==> config.mk <==
export PLATFORM = sky130hd
export DESIGN_NAME = key_conditioner_flat
export DESIGN_NICKNAME = d
export VERILOG_FILES = /design/src/rtl/supercar_pkg.sv /design/src/rtl/key_conditioner_if.sv /design/src/rtl/key_debounce_ch.sv /design/src/rtl/key_conditioner.sv /design/src/flat_wrapper.sv
export SDC_FILE = /design/constraint.sdc
export NUM_CORES = 1
export LEC_CHECK = 0
export CAP_MARGIN = 20
export CORE_MARGIN = 2
export CORE_UTILIZATION = 55
export CTS_BUF_LIST = sky130_fd_sc_hd__clkbuf_4 sky130_fd_sc_hd__clkbuf_8
export DETAILED_ROUTE_END_ITERATION = 7
export GPL_ROUTABILITY_DRIVEN = 0
export PLACE_DENSITY_LB_ADDON = 0.3
export SETUP_SLACK_MARGIN = 0.3
export SLEW_MARGIN = 25
export SYNTH_ARGS = -nofsm -noshare
export SYNTH_HDL_FRONTEND = slang
export SYNTH_HIERARCHICAL = 1
export SYNTH_SLANG_ARGS = --single-unit
==> constraint.sdc <==
create_clock -name CLOCK_50 -period 2.5 [get_ports CLOCK_50]
set_input_delay 0.25 -clock CLOCK_50 [delete_from_list [all_inputs] [get_ports CLOCK_50]]
set_output_delay 0.25 -clock CLOCK_50 [all_outputs]
set_load 0.05 [all_outputs]
==> src/rtl/supercar_pkg.sv <==
// Shared definitions for the Supercar front end: key-channel FSM states and
// the mode_sel encoding consumed by the pattern core.
package supercar_pkg;

    typedef enum logic [1:0] {
        UP        = 2'd0,
        PRESS_CHK = 2'd1,
        DOWN      = 2'd2,
        REL_CHK   = 2'd3
    } key_state_e;

    localparam logic [1:0] MODE_NONE = 2'd0;
    localparam logic [1:0] MODE_1    = 2'd1;
    localparam logic [1:0] MODE_2    = 2'd2;
    localparam logic [1:0] MODE_3    = 2'd3;

    function automatic logic [1:0] mode_of_index(input int unsigned idx);
        return 2'(idx + 1);
    endfunction

endpackage

==> src/rtl/key_conditioner_if.sv <==
// Button bundle between the raw KEY pins, the conditioner and its consumer.
interface key_conditioner_if #(
    parameter int N_KEYS = 3
) ();
    logic [N_KEYS-1:0] key_n;
    logic [N_KEYS-1:0] key_level;
    logic [N_KEYS-1:0] key_press;
    logic [N_KEYS-1:0] key_release;
    logic [1:0]        mode_sel;
    logic              mode_valid;

    modport master (
        output key_n,
        input  key_level, key_press, key_release, mode_sel, mode_valid
    );

    modport slave (
        input  key_n,
        output key_level, key_press, key_release, mode_sel, mode_valid
    );
endinterface

==> src/rtl/key_debounce_ch.sv <==
// One button channel: 2-flop synchronizer, counter debounce FSM, registered
// level and press/release pulses.
module key_debounce_ch
    import supercar_pkg::*;
#(
    parameter int DEB_CYCLES = 4
) (
    input  logic clk,
    input  logic rst_n,
    input  logic key_raw_n,
    output logic key_level,
    output logic key_press,
    output logic key_release,
    output logic press_accept
);
    localparam int CNT_W = $clog2(DEB_CYCLES + 1);
    localparam logic [CNT_W-1:0] CNT_ONE  = CNT_W'(1);
    localparam logic [CNT_W-1:0] CNT_LAST = CNT_W'(DEB_CYCLES - 1);

    logic [1:0]       sync_q, sync_d;
    key_state_e       state_q, state_d;
    logic [CNT_W-1:0] cnt_q, cnt_d;
    logic             level_q, level_d;
    logic             press_q, press_d;
    logic             release_q, release_d;
    logic             s;

    assign sync_d = {sync_q[0], key_raw_n};
    assign s      = ~sync_q[1];

    // >= rather than == so DEB_CYCLES=1 still accepts on the first check cycle
    always_comb begin
        state_d   = state_q;
        cnt_d     = cnt_q;
        level_d   = level_q;
        press_d   = 1'b0;
        release_d = 1'b0;
        case (state_q)
            UP: begin
                if (s) begin
                    state_d = PRESS_CHK;
                    cnt_d   = CNT_ONE;
                end
            end
            PRESS_CHK: begin
                if (!s) begin
                    state_d = UP;
                    cnt_d   = '0;
                end else if (cnt_q >= CNT_LAST) begin
                    state_d = DOWN;
                    cnt_d   = '0;
                    level_d = 1'b1;
                    press_d = 1'b1;
                end else begin
                    cnt_d = cnt_q + CNT_ONE;
                end
            end
            DOWN: begin
                if (!s) begin
                    state_d = REL_CHK;
                    cnt_d   = CNT_ONE;
                end
            end
            REL_CHK: begin
                if (s) begin
                    state_d = DOWN;
                    cnt_d   = '0;
                end else if (cnt_q >= CNT_LAST) begin
                    state_d   = UP;
                    cnt_d     = '0;
                    level_d   = 1'b0;
                    release_d = 1'b1;
                end else begin
                    cnt_d = cnt_q + CNT_ONE;
                end
            end
            default: begin
                state_d = UP;
                cnt_d   = '0;
            end
        endcase
    end

    always_ff @(posedge clk or negedge rst_n) begin
        if (!rst_n) begin
            sync_q    <= '1;
            state_q   <= UP;
            cnt_q     <= '0;
            level_q   <= 1'b0;
            press_q   <= 1'b0;
            release_q <= 1'b0;
        end else begin
            sync_q    <= sync_d;
            state_q   <= state_d;
            cnt_q     <= cnt_d;
            level_q   <= level_d;
            press_q   <= press_d;
            release_q <= release_d;
        end
    end

    assign key_level    = level_q;
    assign key_press    = press_q;
    assign key_release  = release_q;
    assign press_accept = press_d;

endmodule

==> src/rtl/key_conditioner.sv <==
// Conditions active-low KEY[N_KEYS:1] into clean levels, pulses and a latched
// mode select; the lowest-index key accepted in a cycle sets mode_sel.
module key_conditioner
    import supercar_pkg::*;
#(
    parameter int N_KEYS     = 3,
    parameter int DEB_CYCLES = 4
) (
    input  logic              CLOCK_50,
    input  logic              rst_n,
    key_conditioner_if.slave  kbus
);
    logic [N_KEYS-1:0] level_w, press_w, release_w, accept_w;
    logic [1:0]        mode_sel_q, mode_sel_d;
    logic              mode_valid_q, mode_valid_d;
    logic              found;

    for (genvar i = 0; i < N_KEYS; i++) begin : g_ch
        key_debounce_ch #(
            .DEB_CYCLES(DEB_CYCLES)
        ) u_ch (
            .clk          (CLOCK_50),
            .rst_n        (rst_n),
            .key_raw_n    (kbus.key_n[i]),
            .key_level    (level_w[i]),
            .key_press    (press_w[i]),
            .key_release  (release_w[i]),
            .press_accept (accept_w[i])
        );
    end

    // Uses the channels' pre-register accept so mode_sel lands with key_press
    always_comb begin
        mode_sel_d   = mode_sel_q;
        mode_valid_d = 1'b0;
        found        = 1'b0;
        for (int unsigned i = 0; i < N_KEYS; i++) begin
            if (accept_w[i] && !found) begin
                mode_sel_d   = mode_of_index(i);
                mode_valid_d = 1'b1;
                found        = 1'b1;
            end
        end
    end

    always_ff @(posedge CLOCK_50 or negedge rst_n) begin
        if (!rst_n) begin
            mode_sel_q   <= MODE_NONE;
            mode_valid_q <= 1'b0;
        end else begin
            mode_sel_q   <= mode_sel_d;
            mode_valid_q <= mode_valid_d;
        end
    end

    assign kbus.key_level   = level_w;
    assign kbus.key_press   = press_w;
    assign kbus.key_release = release_w;
    assign kbus.mode_sel    = mode_sel_q;
    assign kbus.mode_valid  = mode_valid_q;

endmodule
==> src/flat_wrapper.sv <==
// flat-port wrapper written by rule: the top's interface ports become plain ports
module key_conditioner_flat import supercar_pkg::*;
#(
    parameter int N_KEYS     = 3,
    parameter int DEB_CYCLES = 4
)
  (CLOCK_50, rst_n, kbus_key_n, kbus_key_level, kbus_key_press, kbus_key_release, kbus_mode_sel, kbus_mode_valid);
  key_conditioner_if #(.N_KEYS(N_KEYS)) kbus_i ();
  input  logic CLOCK_50;
  input  logic rst_n;
  input wire logic [$bits(kbus_i.key_n)-1:0] kbus_key_n;
  output wire logic [$bits(kbus_i.key_level)-1:0] kbus_key_level;
  output wire logic [$bits(kbus_i.key_press)-1:0] kbus_key_press;
  output wire logic [$bits(kbus_i.key_release)-1:0] kbus_key_release;
  output wire logic [$bits(kbus_i.mode_sel)-1:0] kbus_mode_sel;
  output wire logic [$bits(kbus_i.mode_valid)-1:0] kbus_mode_valid;
  assign kbus_i.key_n = kbus_key_n;
  assign kbus_key_level = kbus_i.key_level;
  assign kbus_key_press = kbus_i.key_press;
  assign kbus_key_release = kbus_i.key_release;
  assign kbus_mode_sel = kbus_i.mode_sel;
  assign kbus_mode_valid = kbus_i.mode_valid;
  key_conditioner #(.N_KEYS(N_KEYS), .DEB_CYCLES(DEB_CYCLES)) u_core (.CLOCK_50(CLOCK_50), .rst_n(rst_n), .kbus(kbus_i));
endmodule
==> results of run 1 <==
==> worst max-delay path, delay by kind of cell, from the launching register on <==
family	cells	cell delay (ns)
and+or+nand+nor	3	0.63
DFF	1	0.45
adders and majority gates	2	0.45
AOI/OAI and AO/OA	1	0.31
==> logic make-up (layout without fill, tap and decap cells) <==
| group | Yosys count | after routing | synth area share |
|---|---|---|---|
| simple gates | 40 | 40 | 0.152 |
| flops | 33 | 33 | 0.605 |
| xor+xnor | 5 | 5 | 0.0318 |
| compound gates | 21 | 21 | 0.135 |
| mux | 1 | 1 | 0.00727 |
| fa+ha+maj | 6 | 6 | 0.0545 |
| buf+inv | 5 | 30 | 0.0136 |
==> metal layers <==
metal | vias up | routed length, um | track usage
li1 | 439 | - | -
met1 | 454 | 939 | 0.197
met2 | 28 | 1080 | 0.315
met3 | 8 | 99 | 0.0722
met4 | 0 | 52 | 0.121
met5 | - | 0 | 0
==> where the power goes <==
group | switching (mW) | leakage [nW] | internal [mW]
logic | 0.410 | 0.287 | 0.315
registers | 0.179 | 0.412 | 0.682
clock network | 0.165 | 0.0489 | 0.250
==> final cells by class <==
cell class | count | area share
Clock buffer | 7 | 0.0352
Clock inverter | 1 | 0.0180
Inverter | 5 | 0.0112
Multi-Input combinational cell | 73 | 0.314
Sequential cell | 33 | 0.499
Tap cell | 30 | 0.0225
Timing Repair Buffer | 17 | 0.100
==> cell usage in the layout (no fill, tap or decap) <==
master and n:
sky130_fd_sc_hd__o21bai_1 1, sky130_fd_sc_hd__xnor2_1 3, sky130_fd_sc_hd__o22ai_1 2, sky130_fd_sc_hd__ha_1 6, sky130_fd_sc_hd__clkbuf_4 6, sky130_fd_sc_hd__nor2b_1 4, sky130_fd_sc_hd__bufinv_16 1, sky130_fd_sc_hd__nor3b_1 3
sky130_fd_sc_hd__buf_4 1, sky130_fd_sc_hd__and3_1 3, sky130_fd_sc_hd__o32ai_1 2, sky130_fd_sc_hd__or3_1 4, sky130_fd_sc_hd__o21ai_0 1, sky130_fd_sc_hd__a21o_1 2, sky130_fd_sc_hd__o2bb2ai_1 2, sky130_fd_sc_hd__o21ai_1 2
sky130_fd_sc_hd__nor2_1 8, sky130_fd_sc_hd__xor2_1 2, sky130_fd_sc_hd__dfstp_2 6, sky130_fd_sc_hd__nand2_1 9, sky130_fd_sc_hd__dfrtp_1 27, sky130_fd_sc_hd__nor3_1 3, sky130_fd_sc_hd__inv_1 5, sky130_fd_sc_hd__clkdlybuf4s50_1 16
sky130_fd_sc_hd__a2bb2oi_1 3, sky130_fd_sc_hd__a21oi_1 3, sky130_fd_sc_hd__nor2b_2 1, sky130_fd_sc_hd__nand3_1 1, sky130_fd_sc_hd__mux2i_1 1, sky130_fd_sc_hd__nand2b_1 4, sky130_fd_sc_hd__clkbuf_8 1, sky130_fd_sc_hd__a211oi_4 3
==> worst paths after layout <==
path	from	endpoint	slack, ns	cells past startpoint
max reg2reg	u_core/g_ch[1].u_ch/cnt_q[0]	u_core/kbus.mode_valid	0.54	6
min reg2reg	u_core/g_ch[2].u_ch/sync_q[0]	u_core/g_ch[2].u_ch/sync_q[1]	0.36	0
max	u_core/g_ch[1].u_ch/cnt_q[0]	u_core/kbus.mode_valid	0.54	6
min	rst_n	u_core/g_ch[1].u_ch/cnt_q[2]	0.31	2
min in group CLOCK_50	kbus_key_n[1]	u_core/g_ch[1].u_ch/sync_q[0]	0.33	1
max in group asynchronous	rst_n	u_core/g_ch[2].u_ch/sync_q[1]	1.85	2
==> flip-flops by register name, summed over array words and instances (netlist names), named ones only <==
register and flops:
u_core/g_ch.u_ch/cnt_q 9, u_core/g_ch.u_ch/key_press 3, u_core/g_ch.u_ch/sync_q 6, u_core/kbus.mode_sel 2
u_core/g_ch.u_ch/key_release 3, u_core/g_ch.u_ch/state_q 3, u_core/g_ch.u_ch/key_level 3, u_core/kbus.mode_valid 1
==> flow_summary.yaml, run 1 <==
outcome:
  status: "finished clean"
sta:
  max_freq_mhz: 511
  setup_violations: 0
  maxSlewHeadroom: 0.665
  final-max-slew-violation-count: 0
  unrepaired_setup_endpoints_after_global_routing: "no"
  hold_slack_ns: 0.312
  share_of_the_clock_period_used_by_the_worst_path_after_layout: 0.783
  fin_crit_ns: 1.96
  worstMarginPinSlew_ns: 0.501
  worst_clock_skew_ns: 0.0130
  finalHoldViolations: 0
  post-route-worst-setup-slack_ns: 0.543
  total_neg_setup_slack_ns: 0
yosys:
  synth_cells: 111
  synth_cell_types: 27
  synth_top_cells_by_count: "27 x sky130_fd_sc_hd__dfrtp_1, 9 x sky130_fd_sc_hd__nand2_1, 8 x sky130_fd_sc_hd__nor2_1"
  synth.area.top_cells: "sky130_fd_sc_hd__dfrtp_1 49%, sky130_fd_sc_hd__dfstp_2 11%, sky130_fd_sc_hd__ha_1 5.5%"
  most_used_flip_flop_cell_after_synthesis: "sky130_fd_sc_hd__dfrtp_1"
  netlist_area_sq_mm: 0.00138
  synth_edf_count: 0
  yosys.area.top_type: "sky130_fd_sc_hd__dfrtp_1"
  ys_ff_latch: 33
  postSynthAreaPerCell_sq_um: 12.4
  synthesis.yosys.warnings: 6
  ys_async_sr_fraction: 1.00
  synth.yosys.seq_area_share: 0.605
  yosysMostFrequentCell: "sky130_fd_sc_hd__dfrtp_1"
  synth_top_area_share: 0.491
  synth_fp_nets: 122
drt:
  vias_per_cell: 5.60
  route.antenna.remaining_nets: 0
  detail_route.drc_violations: 0
  firstDrtPassIters: 5
  route.vias.total: 929
  routedWlPerCell_um: 13.1
  route.final.wire_length_mm: 2.17
  drt_first_iter_violations: 18
die:
  chipWidth_um: 54.0
  initial_utilization: 0.566
  std_cell_core_area_sq_mm: 0.00243
  boundaryPins: 17
  floorplan.die_area_sq_mm: 0.00292
  core.rowCount: 18
  dieHeight_um: 54.0
finish:
  insertedDiodeCount: 0
  final_area_sq_mm: 0.00167
  final_util: 0.687
  seq_area_sq_um: 833
  flow.area_growth_from_synthesis_pct: 21.4
  finalNonFillerCells: 166
  net_count_final: 146
  multi_input_area_sq_um: 524
  num-fill-cells: 181
  post_route_cells_drive_above_1_share: 0.140
cts:
  ctsLongestPathBuffers: 2
  tritoncts: "built"
  cts_root_buf: "sky130_fd_sc_hd__clkbuf_4"
  setup_fix_buffers_added_after_clock_tree_synthesis: 0
  cts_inserted_buffers: 5
  worst_setup_hold_path_clk_slew_ns: 0.10
  clock_sinks: 33
  cts-hold-fix-buffers: 0
  clk-insertion-delay-late_ns: 0.32
  clock_tree.htree_level_count: 2
  post_cts.resized_instances: 0
hold_path:
  worstHoldPathType: "primary input to asynchronous set/reset pin"
worst_setup_path:
  criticalPathCategory: "flop to flop"
  crit_path_start_kind: "flop"
  critical-path-max-stage-delay_ns: 0.45
  timing.critical_path.arrival_ns: 2.16
  cp_data_required_time_ns: 2.71
  cp_max_fo: 5
  critical_path.slowest_cell: "sky130_fd_sc_hd__dfrtp_1"
  timing.critical_path.cells: "ha_1 -> ha_1 -> a211oi_4 -> nand2b_1 -> nor3_1 -> or3_1"
  worst_path_most_repeated_cell: "sky130_fd_sc_hd__ha_1"
  worstSetupEndpointType: "flop"
power_and_ir_drop:
  worst_ir_drop_vdd_mv: 0.690
  pwr_density_cell_mw_per_mm2: 1200
  power_leakage_nw: 0.748
  power.total_mw: 2.00
grt:
  gr-usage-all-layers: 0.188
  grt_first_pass_wirelength_mm: 3.74
  pin_count_of_the_biggest_net_entering_global_routing: 34
  number_of_antenna_violations_at_the_first_check_in_global_routing: 0
  gr-total-overflow: 0
  number_of_global_route_vias_before_repair: 967
placed_design:
  placed_cell_area_sq_mm: 0.00158
  placement.setup.worst_slack_ns: 0.591
  post-place-cells: 158
  dp_hpwl_mm: 1.60
  count_of_port_buffers_added_during_placement: 16
run:
  max_cap_check_violation_count: 0
Power figures use the tool's default switching activity.
==> run 2: changes to the inputs <==
==> constraint.sdc (replaced) <==
create_clock -name CLOCK_50 -period 1.9 [get_ports CLOCK_50]
set_input_delay 0.19 -clock CLOCK_50 [delete_from_list [all_inputs] [get_ports CLOCK_50]]
set_output_delay 0.19 -clock CLOCK_50 [all_outputs]
set_load 0.05 [all_outputs]
==> flow_summary.yaml, run 2 (synthesis gave the netlist of run 1 again) <==
drt:
  route.final.wire_length_mm: 2.68
  vias_per_cell: 5.37
  drt_first_iter_violations: 14
  firstDrtPassIters: 4
  route.antenna.remaining_nets: 0
  route.vias.total: 950
  routedWlPerCell_um: 15.2
  detail_route.drc_violations: 0
power_and_ir_drop:
  intPower_mw: 1.64
  pwr_density_cell_mw_per_mm2: 1520
  power.share.switching: 0.403
  p_seq_frac: 0.418
  power_leakage_nw: 0.856
  net_switching_power_mw: 1.11
  worst_ir_drop_vdd_mv: 1.16
  clockPowerShare: 0.150
  combinationalPowerShare: 0.432
die:
  floorplan.die_area_sq_mm: 0.00292
  std_cell_core_area_sq_mm: 0.00243
  core.rowCount: 18
  initial_utilization: 0.566
  dieHeight_um: 54.0
  boundaryPins: 17
  chipWidth_um: 54.0
finish:
  flow.area_growth_from_synthesis_pct: 31.6
  seq_area_sq_um: 836
  layout.cells.most_common: "sky130_fd_sc_hd__dfrtp_1"
  final_util: 0.745
  most-common-layout-cells: "25 x sky130_fd_sc_hd__dfrtp_1, 12 x sky130_fd_sc_hd__dlygate4sd2_1, 11 x sky130_fd_sc_hd__buf_4"
  num-fill-cells: 174
  net_count_final: 157
  reg_top3: "u_core/g_ch.u_ch/cnt_q (9), u_core/g_ch.u_ch/sync_q (6)"
  multi_input_area_sq_um: 621
  max_flop_register: "u_core/g_ch.u_ch/cnt_q"
  insertedDiodeCount: 0
  number_of_flip_flops_under_the_largest_register_name: 9
  post_route_cells_drive_above_1_share: 0.320
run:
  max_cap_check_violation_count: 0
cts:
  tritoncts: "built"
  cts_root_buf: "sky130_fd_sc_hd__clkbuf_4"
  worst_setup_hold_path_clk_slew_ns: 0.09
  cts-hold-fix-buffers: 0
  cts_inserted_buffers: 5
  ctsLongestPathBuffers: 2
  clock_sinks: 33
  clock_tree.htree_level_count: 2
  clk-insertion-delay-late_ns: 0.34
sta:
  final-max-slew-violation-count: 0
  share_of_the_clock_period_used_by_the_worst_path_after_layout: 0.901
  setup_violations: 0
  max_freq_mhz: 584
  worstMarginPinSlew_ns: 0.507
  finalHoldViolations: 0
  fin_crit_ns: 1.71
  worst_clock_skew_ns: 0.00793
  maxSlewHeadroom: 0.663
  total_neg_setup_slack_ns: 0
  unrepaired_setup_endpoints_after_global_routing: "yes"
worst_setup_path:
  critical_path.slowest_cell: "sky130_fd_sc_hd__dfrtp_1"
  worst_r2r_startpoint: "u_core/g_ch[2].u_ch/cnt_q[0]"
  worstPathBufferInverterCount: 0
  cp_max_fo: 3
  reg2regPathDepth: 6
  crit_path_start_kind: "flop"
  timing.critical_path.arrival_ns: 1.93
  r2r_end: "u_core/kbus.mode_valid"
  timing.critical_path.max_delay_family: "simple AND/OR/NAND/NOR gates"
  worst-r2r-setup-slack_ns: 0.19
  criticalPathCategory: "flop to flop"
  critical_path_depth: 6
  worstSetupEndpointType: "flop"
  cp_data_required_time_ns: 2.11
  critical-path-max-stage-delay_ns: 0.40
  timing.critical_path.cells: "ha_2 -> ha_4 -> a211oi_4 -> nor3b_2 -> nor2b_4 -> or3_1"
outcome:
  status: "finished clean"
grt:
  gr-total-overflow: 0
  grt_first_pass_wirelength_mm: 4.35
  number_of_global_route_vias_before_repair: 1004
  gr-usage-all-layers: 0.226
  number_of_antenna_violations_at_the_first_check_in_global_routing: 0
  pin_count_of_the_biggest_net_entering_global_routing: 34
hold_path:
  whs_endpoint: "u_core/g_ch[2].u_ch/sync_q[0]"
  hp-start: "kbus_key_n[2]"
  worstHoldPathType: "primary input to flop"
  whs_path_depth: 1
placed_design:
  dp_hpwl_mm: 1.79
  count_of_port_buffers_added_during_placement: 16
[run 2: metrics by stage]
step / cell area [sq um] / hold WS (ns) / instances / power (mW) / setup slack, ns
after floorplan: 1440 / -0.106 / 111 / 1.89 / 0.228
after global placement: 1660 / 0.347 / 160 / 2.16 / 0.192
after detailed placement: 1660 / 0.347 / 160 / 2.23 / 0.106
after CTS: 1760 / 0.235 / 173 / 2.68 / 0.147
after global routing: 1810 / 0.232 / 177 / 2.94 / 0.125
final: 1810 / 0.244 / 177 / 2.75 / 0.188
[run 2: worst register-to-register path: stages (launching register included)]
cell	delay [ns]
sky130_fd_sc_hd__dfrtp_1	0.40
sky130_fd_sc_hd__ha_2	0.20
sky130_fd_sc_hd__ha_4	0.16
sky130_fd_sc_hd__a211oi_4	0.22
sky130_fd_sc_hd__nor3b_2	0.09
sky130_fd_sc_hd__nor2b_4	0.14
sky130_fd_sc_hd__or3_1	0.37
[run 2: how the worst max path moves through the flow]
stage	endpoint	from	slack (ns)
after global routing	u_core/kbus.mode_valid	u_core/g_ch[1].u_ch/cnt_q[1]	0.13
after detailed placement	u_core/kbus.mode_valid	u_core/g_ch[2].u_ch/cnt_q[0]	0.11
final	u_core/kbus.mode_valid	u_core/g_ch[2].u_ch/cnt_q[0]	0.19
after global placement	u_core/kbus.mode_valid	u_core/g_ch[2].u_ch/cnt_q[0]	0.19
after CTS	u_core/kbus.mode_valid	u_core/g_ch[1].u_ch/cnt_q[1]	0.15
after floorplan	u_core/kbus.mode_valid	u_core/g_ch[2].u_ch/cnt_q[0]	0.23
[run 2: repair_timing]
item	4_1_cts	5_1_grt
pin swaps	7	6
buffers inserted	5	4
resized for setup	17	4
setup endpoints to repair	15	6
[run 2: layer usage]
layer	vias up	track usage	wire (um)
li1	454	-	-
met1	472	0.241	1150
met2	18	0.376	1370
met3	6	0.0917	112
met4	0	0.133	55
met5	-	0	0
[run 2: power by group through the flow]
stage	Clock (mW)	Combinational [mW]	Sequential, mW
after global routing	0.463	1.30	1.18
after detailed placement	0	1.05	1.18
final	0.412	1.19	1.15
after CTS	0.427	1.11	1.14
after floorplan	0	0.573	1.32
after global placement	0	1.01	1.15
[run 2: area by class of cell]
cell class / instances / area share
multi-input cells: 73 / 0.343
flip-flops and latches: 33 / 0.461
inverters: 5 / 0.0104
repair buffers: 28 / 0.132
well taps: 30 / 0.0207
clock buffers: 8 / 0.0331
